File: config.mk
export PLATFORM = sky130hd
export DESIGN_NAME = cc_mem_arbiter_flat
export DESIGN_NICKNAME = d
export VERILOG_FILES = /design/src/rtl/cc_pkg.sv /design/src/rtl/cc_mem_arbiter_if.sv /design/src/rtl/cc_mem_arbiter_burst_counter.sv /design/src/rtl/cc_mem_arbiter.sv /design/src/flat_wrapper.sv
export SDC_FILE = /design/constraint.sdc
export NUM_CORES = 1
export LEC_CHECK = 0
export CAP_MARGIN = 20
export CORE_ASPECT_RATIO = 0.8
export CORE_MARGIN = 1.5
export CORE_UTILIZATION = 25
export DETAILED_ROUTE_END_ITERATION = 10
export DONT_BUFFER_PORTS = 1
export PLACE_DENSITY = 0.44
export SYNTH_ARGS = -nofsm -noshare
export SYNTH_HDL_FRONTEND = slang
export SYNTH_SLANG_ARGS = --single-unit
export TNS_END_PERCENT = 10
File: constraint.sdc
create_clock -name clk -period 2.36 [get_ports clk]
set_input_delay 0.472 -clock clk [delete_from_list [all_inputs] [get_ports clk]]
set_output_delay 0.472 -clock clk [all_outputs]
set_load 0.005 [all_outputs]
File: src/rtl/cc_pkg.sv
// rtl/cc_pkg.sv - shared types and constants for the cache-to-memory arbiter
package cc_pkg;

  // Arbiter phases: sample requests, wait for first beat, collect beats, release
  typedef enum logic [1:0] {
    IDLE  = 2'd0,
    REQ   = 2'd1,
    BURST = 2'd2,
    DRAIN = 2'd3
  } arb_state_t;

  // One 128-bit line is four 32-bit beats
  localparam int CC_BURST_LEN = 4;

  // Port indices: data cache on port 0, instruction cache on port 1
  localparam logic CC_PORT_D = 1'b0;
  localparam logic CC_PORT_I = 1'b1;

endpackage

File: src/rtl/cc_mem_arbiter_if.sv
// rtl/cc_mem_arbiter_if.sv - cache-side and memory-side refill signals of the arbiter
interface cc_mem_arbiter_if #(
  parameter int ADR_WIDTH  = 32,
  parameter int DATA_WIDTH = 32
);

  // Port 0 (D-cache) refill channel
  logic                  req0_cc2arb;
  logic [ADR_WIDTH-1:0]  adr0_cc2arb;
  logic                  ack_arb2cc0;
  logic [DATA_WIDTH-1:0] dat_arb2cc0;

  // Port 1 (I-cache) refill channel
  logic                  req1_cc2arb;
  logic [ADR_WIDTH-1:0]  adr1_cc2arb;
  logic                  ack_arb2cc1;
  logic [DATA_WIDTH-1:0] dat_arb2cc1;

  // Shared memory refill port
  logic                  req_arb2mem;
  logic [ADR_WIDTH-1:0]  adr_arb2mem;
  logic                  ack_mem2arb;
  logic [DATA_WIDTH-1:0] dat_mem2arb;

  // Arbiter view
  modport slave (
    input  req0_cc2arb, adr0_cc2arb, req1_cc2arb, adr1_cc2arb,
    input  ack_mem2arb, dat_mem2arb,
    output ack_arb2cc0, dat_arb2cc0, ack_arb2cc1, dat_arb2cc1,
    output req_arb2mem, adr_arb2mem
  );

  // Environment view: cache controllers plus memory
  modport master (
    output req0_cc2arb, adr0_cc2arb, req1_cc2arb, adr1_cc2arb,
    output ack_mem2arb, dat_mem2arb,
    input  ack_arb2cc0, dat_arb2cc0, ack_arb2cc1, dat_arb2cc1,
    input  req_arb2mem, adr_arb2mem
  );

endinterface

File: src/rtl/cc_mem_arbiter_burst_counter.sv
// rtl/cc_mem_arbiter_burst_counter.sv - beat counter for one line refill
module burst_counter #(
  parameter int BURST_LEN = 4,
  parameter int CNT_W     = $clog2(BURST_LEN + 1)
) (
  input  logic clk,
  input  logic rst,
  input  logic clr,
  input  logic inc,
  output logic done
);

  logic [CNT_W-1:0] count;
  logic [CNT_W-1:0] count_sum;

  // Count after this cycle's beat; done flags the beat that completes the line
  always_comb begin
    count_sum = count + CNT_W'(inc);
    done      = (count_sum == CNT_W'(BURST_LEN));
  end

  // Beat count register: cleared while idle, holds through beat gaps
  always_ff @(posedge clk or negedge rst) begin
    if (!rst) begin
      count <= '0;
    end else if (clr) begin
      count <= '0;
    end else begin
      count <= count_sum;
    end
  end

endmodule

File: src/rtl/cc_mem_arbiter.sv
// rtl/cc_mem_arbiter.sv - round-robin refill arbiter between D-cache and I-cache
module cc_mem_arbiter
  import cc_pkg::*;
#(
  parameter int ADR_WIDTH  = 32,
  parameter int DATA_WIDTH = 32,
  parameter int BURST_LEN  = CC_BURST_LEN
) (
  input  logic                clk,
  input  logic                rst,
  cc_mem_arbiter_if.slave     bus,
  output logic [1:0]          grant,
  output logic                busy
);

  arb_state_t           state, state_nxt;
  logic                 rr, rr_nxt;
  logic [1:0]           grant_nxt;
  logic [ADR_WIDTH-1:0] adr_q, adr_nxt;
  logic                 req_q, req_nxt;
  logic                 winner;
  logic                 in_burst;
  logic                 cnt_clr, cnt_inc, cnt_done;

  burst_counter #(
    .BURST_LEN (BURST_LEN)
  ) u_burst_counter (
    .clk  (clk),
    .rst  (rst),
    .clr  (cnt_clr),
    .inc  (cnt_inc),
    .done (cnt_done)
  );

  // Winner pick: rr breaks ties, a lone requester always wins
  always_comb begin
    winner = CC_PORT_D;
    if (bus.req0_cc2arb && bus.req1_cc2arb) begin
      winner = rr;
    end else if (bus.req1_cc2arb) begin
      winner = CC_PORT_I;
    end
  end

  // Next-state logic; grant and address are only loaded on leaving IDLE
  always_comb begin
    state_nxt = state;
    rr_nxt    = rr;
    grant_nxt = grant;
    adr_nxt   = adr_q;
    req_nxt   = req_q;
    cnt_clr   = 1'b0;
    cnt_inc   = 1'b0;
    case (state)
      IDLE: begin
        cnt_clr = 1'b1;
        if (bus.req0_cc2arb || bus.req1_cc2arb) begin
          state_nxt = REQ;
          req_nxt   = 1'b1;
          grant_nxt = (winner == CC_PORT_I) ? 2'b10 : 2'b01;
          adr_nxt   = (winner == CC_PORT_I) ? bus.adr1_cc2arb : bus.adr0_cc2arb;
        end
      end
      REQ: begin
        if (bus.ack_mem2arb) begin
          cnt_inc = 1'b1;
          if (cnt_done) begin
            state_nxt = DRAIN;
            req_nxt   = 1'b0;
          end else begin
            state_nxt = BURST;
          end
        end
      end
      BURST: begin
        if (bus.ack_mem2arb) begin
          cnt_inc = 1'b1;
          if (cnt_done) begin
            state_nxt = DRAIN;
            req_nxt   = 1'b0;
          end
        end
      end
      DRAIN: begin
        state_nxt = IDLE;
        grant_nxt = 2'b00;
        rr_nxt    = (grant == 2'b01) ? CC_PORT_I : CC_PORT_D;
      end
      default: begin
        state_nxt = IDLE;
      end
    endcase
  end

  // State, pointer and registered memory-side outputs
  always_ff @(posedge clk or negedge rst) begin
    if (!rst) begin
      state <= IDLE;
      rr    <= CC_PORT_D;
      grant <= 2'b00;
      adr_q <= '0;
      req_q <= 1'b0;
    end else begin
      state <= state_nxt;
      rr    <= rr_nxt;
      grant <= grant_nxt;
      adr_q <= adr_nxt;
      req_q <= req_nxt;
    end
  end

  // Zero-latency steering: only the owner sees acks, only during a live refill
  always_comb begin
    in_burst        = (state == REQ) || (state == BURST);
    busy            = (state != IDLE);
    bus.req_arb2mem = req_q;
    bus.adr_arb2mem = adr_q;
    bus.ack_arb2cc0 = bus.ack_mem2arb & grant[CC_PORT_D] & in_burst;
    bus.ack_arb2cc1 = bus.ack_mem2arb & grant[CC_PORT_I] & in_burst;
    bus.dat_arb2cc0 = grant[CC_PORT_D] ? bus.dat_mem2arb : {DATA_WIDTH{1'b0}};
    bus.dat_arb2cc1 = grant[CC_PORT_I] ? bus.dat_mem2arb : {DATA_WIDTH{1'b0}};
  end

endmodule
File: src/flat_wrapper.sv
// flat-port wrapper written by rule: the top's interface ports become plain ports
module cc_mem_arbiter_flat import cc_pkg::*;
#(
  parameter int ADR_WIDTH  = 32,
  parameter int DATA_WIDTH = 32,
  parameter int BURST_LEN  = CC_BURST_LEN
)
  (clk, rst, grant, busy, bus_req0_cc2arb, bus_adr0_cc2arb, bus_req1_cc2arb, bus_adr1_cc2arb, bus_ack_mem2arb, bus_dat_mem2arb, bus_ack_arb2cc0, bus_dat_arb2cc0, bus_ack_arb2cc1, bus_dat_arb2cc1, bus_req_arb2mem, bus_adr_arb2mem);
  cc_mem_arbiter_if #(.ADR_WIDTH(ADR_WIDTH), .DATA_WIDTH(DATA_WIDTH)) bus_i ();
  input  logic clk;
  input  logic rst;
  output logic [1:0] grant;
  output logic busy;
  input wire logic [$bits(bus_i.req0_cc2arb)-1:0] bus_req0_cc2arb;
  input wire logic [$bits(bus_i.adr0_cc2arb)-1:0] bus_adr0_cc2arb;
  input wire logic [$bits(bus_i.req1_cc2arb)-1:0] bus_req1_cc2arb;
  input wire logic [$bits(bus_i.adr1_cc2arb)-1:0] bus_adr1_cc2arb;
  input wire logic [$bits(bus_i.ack_mem2arb)-1:0] bus_ack_mem2arb;
  input wire logic [$bits(bus_i.dat_mem2arb)-1:0] bus_dat_mem2arb;
  output wire logic [$bits(bus_i.ack_arb2cc0)-1:0] bus_ack_arb2cc0;
  output wire logic [$bits(bus_i.dat_arb2cc0)-1:0] bus_dat_arb2cc0;
  output wire logic [$bits(bus_i.ack_arb2cc1)-1:0] bus_ack_arb2cc1;
  output wire logic [$bits(bus_i.dat_arb2cc1)-1:0] bus_dat_arb2cc1;
  output wire logic [$bits(bus_i.req_arb2mem)-1:0] bus_req_arb2mem;
  output wire logic [$bits(bus_i.adr_arb2mem)-1:0] bus_adr_arb2mem;
  assign bus_i.req0_cc2arb = bus_req0_cc2arb;
  assign bus_i.adr0_cc2arb = bus_adr0_cc2arb;
  assign bus_i.req1_cc2arb = bus_req1_cc2arb;
  assign bus_i.adr1_cc2arb = bus_adr1_cc2arb;
  assign bus_i.ack_mem2arb = bus_ack_mem2arb;
  assign bus_i.dat_mem2arb = bus_dat_mem2arb;
  assign bus_ack_arb2cc0 = bus_i.ack_arb2cc0;
  assign bus_dat_arb2cc0 = bus_i.dat_arb2cc0;
  assign bus_ack_arb2cc1 = bus_i.ack_arb2cc1;
  assign bus_dat_arb2cc1 = bus_i.dat_arb2cc1;
  assign bus_req_arb2mem = bus_i.req_arb2mem;
  assign bus_adr_arb2mem = bus_i.adr_arb2mem;
  cc_mem_arbiter #(.ADR_WIDTH(ADR_WIDTH), .DATA_WIDTH(DATA_WIDTH), .BURST_LEN(BURST_LEN)) u_core (.clk(clk), .rst(rst), .bus(bus_i), .grant(grant), .busy(busy));
endmodule
# Yosys cells after proc, flatten, opt, wreduce, memory -nomap -nowiden
# Cells that the tools add are included.
# totals
ff_bits,41
latch_bits,0
ram_bits,0
mem_bits_ro,0
in_bits,101
output_inout_bits,102
elab_cells,57
memories,0
# classes
addsub,1
mul,0
n_div,0
order_cmp,0
n_eq_ne,11
shifts,0
n_mux,23
bitwise,4
n_reduce_logical,12
# op_table
op,count
32-bit two-way mux,3
2-bit two-way mux,6
1-bit two-way mux,10
2-bit by 1-bit inequality test with 1-bit output (second input constant),4
2-bit one-hot mux with 4 select lines,1
4-bit AND reduction,2
2-bit nonzero test,3
1-bit AND,4
2-bit by 1-bit equality test with 1-bit output (second input constant),2
2-bit equality test (second input constant),2
2-bit inequality test (second input constant),2
2-bit one-hot mux with 2 select lines,1
2-bit AND reduction,2
3-bit by 1-bit adder with 3-bit output,1
3-bit equality test (second input constant),1
3-bit two-way mux,1
2-bit zero test,1
1-bit logical OR,2
1-bit one-hot mux with 2 select lines,1
2-bit OR reduction,1
1-bit logical AND,1

# Depth between registers and ports, before layout
# depth
depth_word,8
depth_mapped,9
ltp_nobuf,9

# Cells and area by module
# A second synthesis with hierarchy kept.
# hier_totals
hier_cells,305
hier_area_um2,2623.8
# by_module_without_submodules
mod,instances,cells_per_inst,area_per_inst_um2,seq_area_each_um2
cc_mem_arbiter,1,295,2488.6,950.9
burst_counter,1,10,135.1,75.1

# Worst setup path before layout
# OpenSTA, ideal clock, no wires.
# synth_timing
path_kind,flip-flop to flip-flop
startpoint,register u_core.state[0]
endpoint,register u_core.state[1]
setup_ps,128
arrival_time_ps,2270
required_time_ps,2232
slack_ps,-38
stages_incl_launch_ff,9
n_path_buf,0
path_cell_list,dfrtp_1 -> inv_1 -> ha_1 -> and2_1 -> ha_1 -> ha_1 -> or3_4 -> a21oi_2 -> mux2_1
# synth_lines
element,line_no,source
start: declaration,cc_mem_arbiter.sv:16,"arb_state_t state, state_nxt;"
start signal: assignment,cc_mem_arbiter.sv:104,state <= state_nxt;
"2-bit equality test, or another cell as far along",cc_mem_arbiter.sv:54,case (state)
2-bit one-hot mux with 4 select lines *,cc_mem_arbiter.sv:54,
named net u_core.state_nxt[1],cc_mem_arbiter.sv:16,
# Mark *: on every way through the listed nets, which the timed path passes. The rest lies on a longest branch.
# A chain may end at the register's enable or synchronous reset.

# Final worst setup path
# Ends and elaborated chain as after synthesis.

==> summary.md <==
| Metric | Value |
|---|---|
| CTS tree | built |
| Gr ovfl total | 0 |
| Synth async-reset ratio | 1.00 |
| Worst Tran Pin Value | 0.805 ns |
| CTS Buf Count | 5 |
| Synth Instances | around 230 |
| Most used DFF post-synth | dfrtp_1 |
| CP max stage cell | dfrtp_1 |
| Largest net degree at the start of global routing | 42 |
| Num rows | 30 |
| Crit-path cells | inv_2 -> ha_4 -> and2_1 -> ha_2 -> ha_2 -> xnor2_2 -> or3_4 -> a21oi_4 -> mux2_4 |
| Clk_skew | ~0.0069 ns |
| Min-delay worst type | input pin to async pin |
| Area grow syn2layout | 13.4% |
| Area fraction of the dominant cell type after synthesis | 0.456 |
| Post-synth EDFFs | 0 |
| Status | completed |
| Final Hold Fails | 0 |
| Vias | roughly 1,800 |
| Die Ht | roughly 88 um |
| CP Launch Type | flop |
| Setup WS pre-CTS | -0.0271 ns |
| Maximum net fanout on the critical path | 4 |
| Yosys top cell by area | dfrtp_1 |
| Syn_nets | 335 |
| CTS Sinks | 41 |
| Critical path's largest stage delay | 0.39 ns |
| DR iter-0 viols | 160 |
| Rel. slew slack | 0.463 |
| Final WS setup | 0.0822 ns |
| DRT antenna net count | 0 |
| Total chip power | 3.27 mW |
| Count of cell types in the netlist | 27 |
| Initial antenna violation count | 0 |
| Clk_lat worst skew | 0.29 ns |
| Die area | 9590 um2 |
| Cell mode on critical path | ha_2 |
| Top post-synthesis cells by area | dfrtp_1, and2_1, a222oi_1 |
| DR WL/cell | roughly 17 um |
| WP data arrival | roughly 2.5 ns |
| Max H-tree Level | 2 |
| CP delay by family, top | adder cells |
| Fmax | 0.439 GHz |
| DRC | 0 |
| Non-Filler Instances | 344 |
| I/O Pins | 203 |
| Worst EP required | 2.53 ns |
| CORE AREA | 8600 um2 |
| GRT Total Usage | 0.111 |
| Drt first pass iters | 6 |
| Root Driver | clkbuf_8 |
| Count of pins over their slew limit | 0 |
| VDD IR max | 0.430 mV |
| Cell area after synthesis | 2250 um2 |
| Placed cell count | 332 |
| Tcrit/Tclk final | 0.965 |
| First-pass GRT wire length | 8.07 mm |
| CTS max path bufs | 2 |
| Vias per cell | ~5.2 |
| Vias in the first global route | around 1,500 |
| Critical Path End Type | flop |
| Unrepaired setup endpoints after global routing | no |
| Flops & latches, synth | between 40 and 50 |
| CP bufs+invs | 1 |
| Die X | between 100 and 150 um |
| Static leakage | 1.23 nW |
| Layout net count | 338 |
| Final Wtd Congestion | 0.870 |
| Setup Crit Path Kind | flop to flop |
| Final Critical Period | 2.28 ns |
| Setup Viol. Count Final | 0 |
| Antenna diodes | 0 |
| Worst-path clk slew | 0.08 ns |
| Synth Area per Inst | approximately 10 um2 |
| Register area share after synthesis | 0.456 |
| YS warnings | 0 |
| Initial Util | 0.262 |
| Layout cells sized above 1 | 0.159 |
| Routed Wire Length | 5.99 mm |
| DP HPWL | 4.46 mm |
| Power Density | 1280 nW/um2 |
| IO Port Bufs | 0 |
| Total of max-cap violations | 0 |
==> final timing paths <==
path	slack (ns)	startpoint	cells after the start	end
setup / recovery	0.08	u_core.state[0]	9	u_core.state[1]
hold / removal	0.02	rst	1	u_core.bus.adr_arb2mem[5]
setup reg to reg	0.08	u_core.state[0]	9	u_core.state[1]
hold reg to reg	0.54	u_core.bus.adr_arb2mem[19]	2	u_core.bus.adr_arb2mem[19]
max in group asynchronous	2.14	rst	1	u_core.bus.adr_arb2mem[7]
min in group clk	0.30	bus_adr1_cc2arb[5]	2	u_core.bus.adr_arb2mem[5]
==> Yosys cell counts, types with 2 or more instances <==
cell type   n
clkbuf_1    9
a21oi_1     4
dfrtp_1    41
and3_1      2
buf_2       6
and2_1     65
and2b_2     2
inv_1      37
nor2_1      2
o21ai_0     3
ha_1        6
nand2_1     4
a22o_1      2
a222oi_1   32
==> timing repair <==
item	4_1_cts	5_1_grt
setup endpoints to repair	1	2
hold buffers	1	0
endpoints found under the hold margin	41	0
gates resized for setup	1	5
buffers inserted	0	3
pin swaps	1	3
==> kinds of logic after synthesis <==
group                      share of synthesized area
and+or+nand+nor                                0.223
DFF                                            0.456
xor gates and xnor gates                     0.00389
AOI/OAI and AO/OA                              0.184
muxes                                        0.00500
buffers and inverters                         0.0951
adders and majority gates                     0.0334
==> report_power, final <==
group          switching, mW  internal (mW)  total [mW]
Clock                  0.240          0.204       0.444
Combinational          0.751          0.725        1.48
Sequential             0.313           1.03        1.35
==> cell usage in the layout, fill, tap and decap left out, types with 2 or more instances in the layout <==
master | netlist | routed
nand2_1 | 4 | 4
ha_2 | 0 | 2
dfrtp_1 | 41 | 41
and2b_2 | 2 | 2
ha_1 | 6 | 3
and2_1 | 65 | 65
clkinv_2 | 0 | 2
o21ai_0 | 3 | 3
o21ai_2 | 1 | 2
buf_4 | 0 | 11
a222oi_1 | 32 | 32
nor2_1 | 2 | 2
inv_1 | 37 | 35
a21oi_1 | 4 | 2
clkbuf_8 | 0 | 5
inv_2 | 0 | 2
a21oi_2 | 1 | 2
a22o_1 | 2 | 2
and3_1 | 2 | 2
==> worst reg2reg max path: cells and delay by family (launching register included) <==
kind | cells | cell delay (ns)
AND/OR/NAND/NOR | 2 | 0.51
adder cells (fa/ha/maj) | 3 | 0.56
multiplexers | 1 | 0.31
buffers and inverters | 1 | 0.08
AO/OA/AOI/OAI | 1 | 0.18
flip-flops | 1 | 0.39
XOR/XNOR | 1 | 0.14
==> routing by layer <==
metal / up-vias / global-route usage / share of wire
met5: - / 0 / 0
met2: 98 / 0.160 / 0.47
li1: 797 / - / -
met4: 0 / 0.0251 / 0.0058
met1: 892 / 0.156 / 0.43
met3: 5 / 0.0446 / 0.089
==> layout make-up <==
class                           count  area, um2
Fill cell                         907       6040
Inverter                           37        139
Tap cell                          112        140
Clock buffer                        5       68.8
Timing Repair Buffer               12        103
Clock inverter                      3       17.5
Multi-Input combinational cell    134       1060
Sequential cell                    41       1030
==> stage by stage <==
step / util / instance area, um2 / TNS, ns / hold WS [ns]
after floorplan: - / 2260 / 0 / 0.176
after global placement: 0.279 / 2400 / 0 / 0.177
after detailed placement: 0.279 / 2400 / -0.0271 / 0.177
after CTS: 0.292 / 2510 / 0 / 0.0192
after global routing: 0.297 / 2550 / 0 / 0.0164
final: 0.297 / 2550 / 0 / 0.0220
==> flip-flops by register name, summed over array words and instances, names as in the netlist <==
signal	flops
u_core.state	2
u_core.bus.req_arb2mem	1
u_core.grant	2
u_core.u_burst_counter.count	3
u_core.bus.adr_arb2mem	32
u_core.rr	1
(Power assumes the default switching activity.)
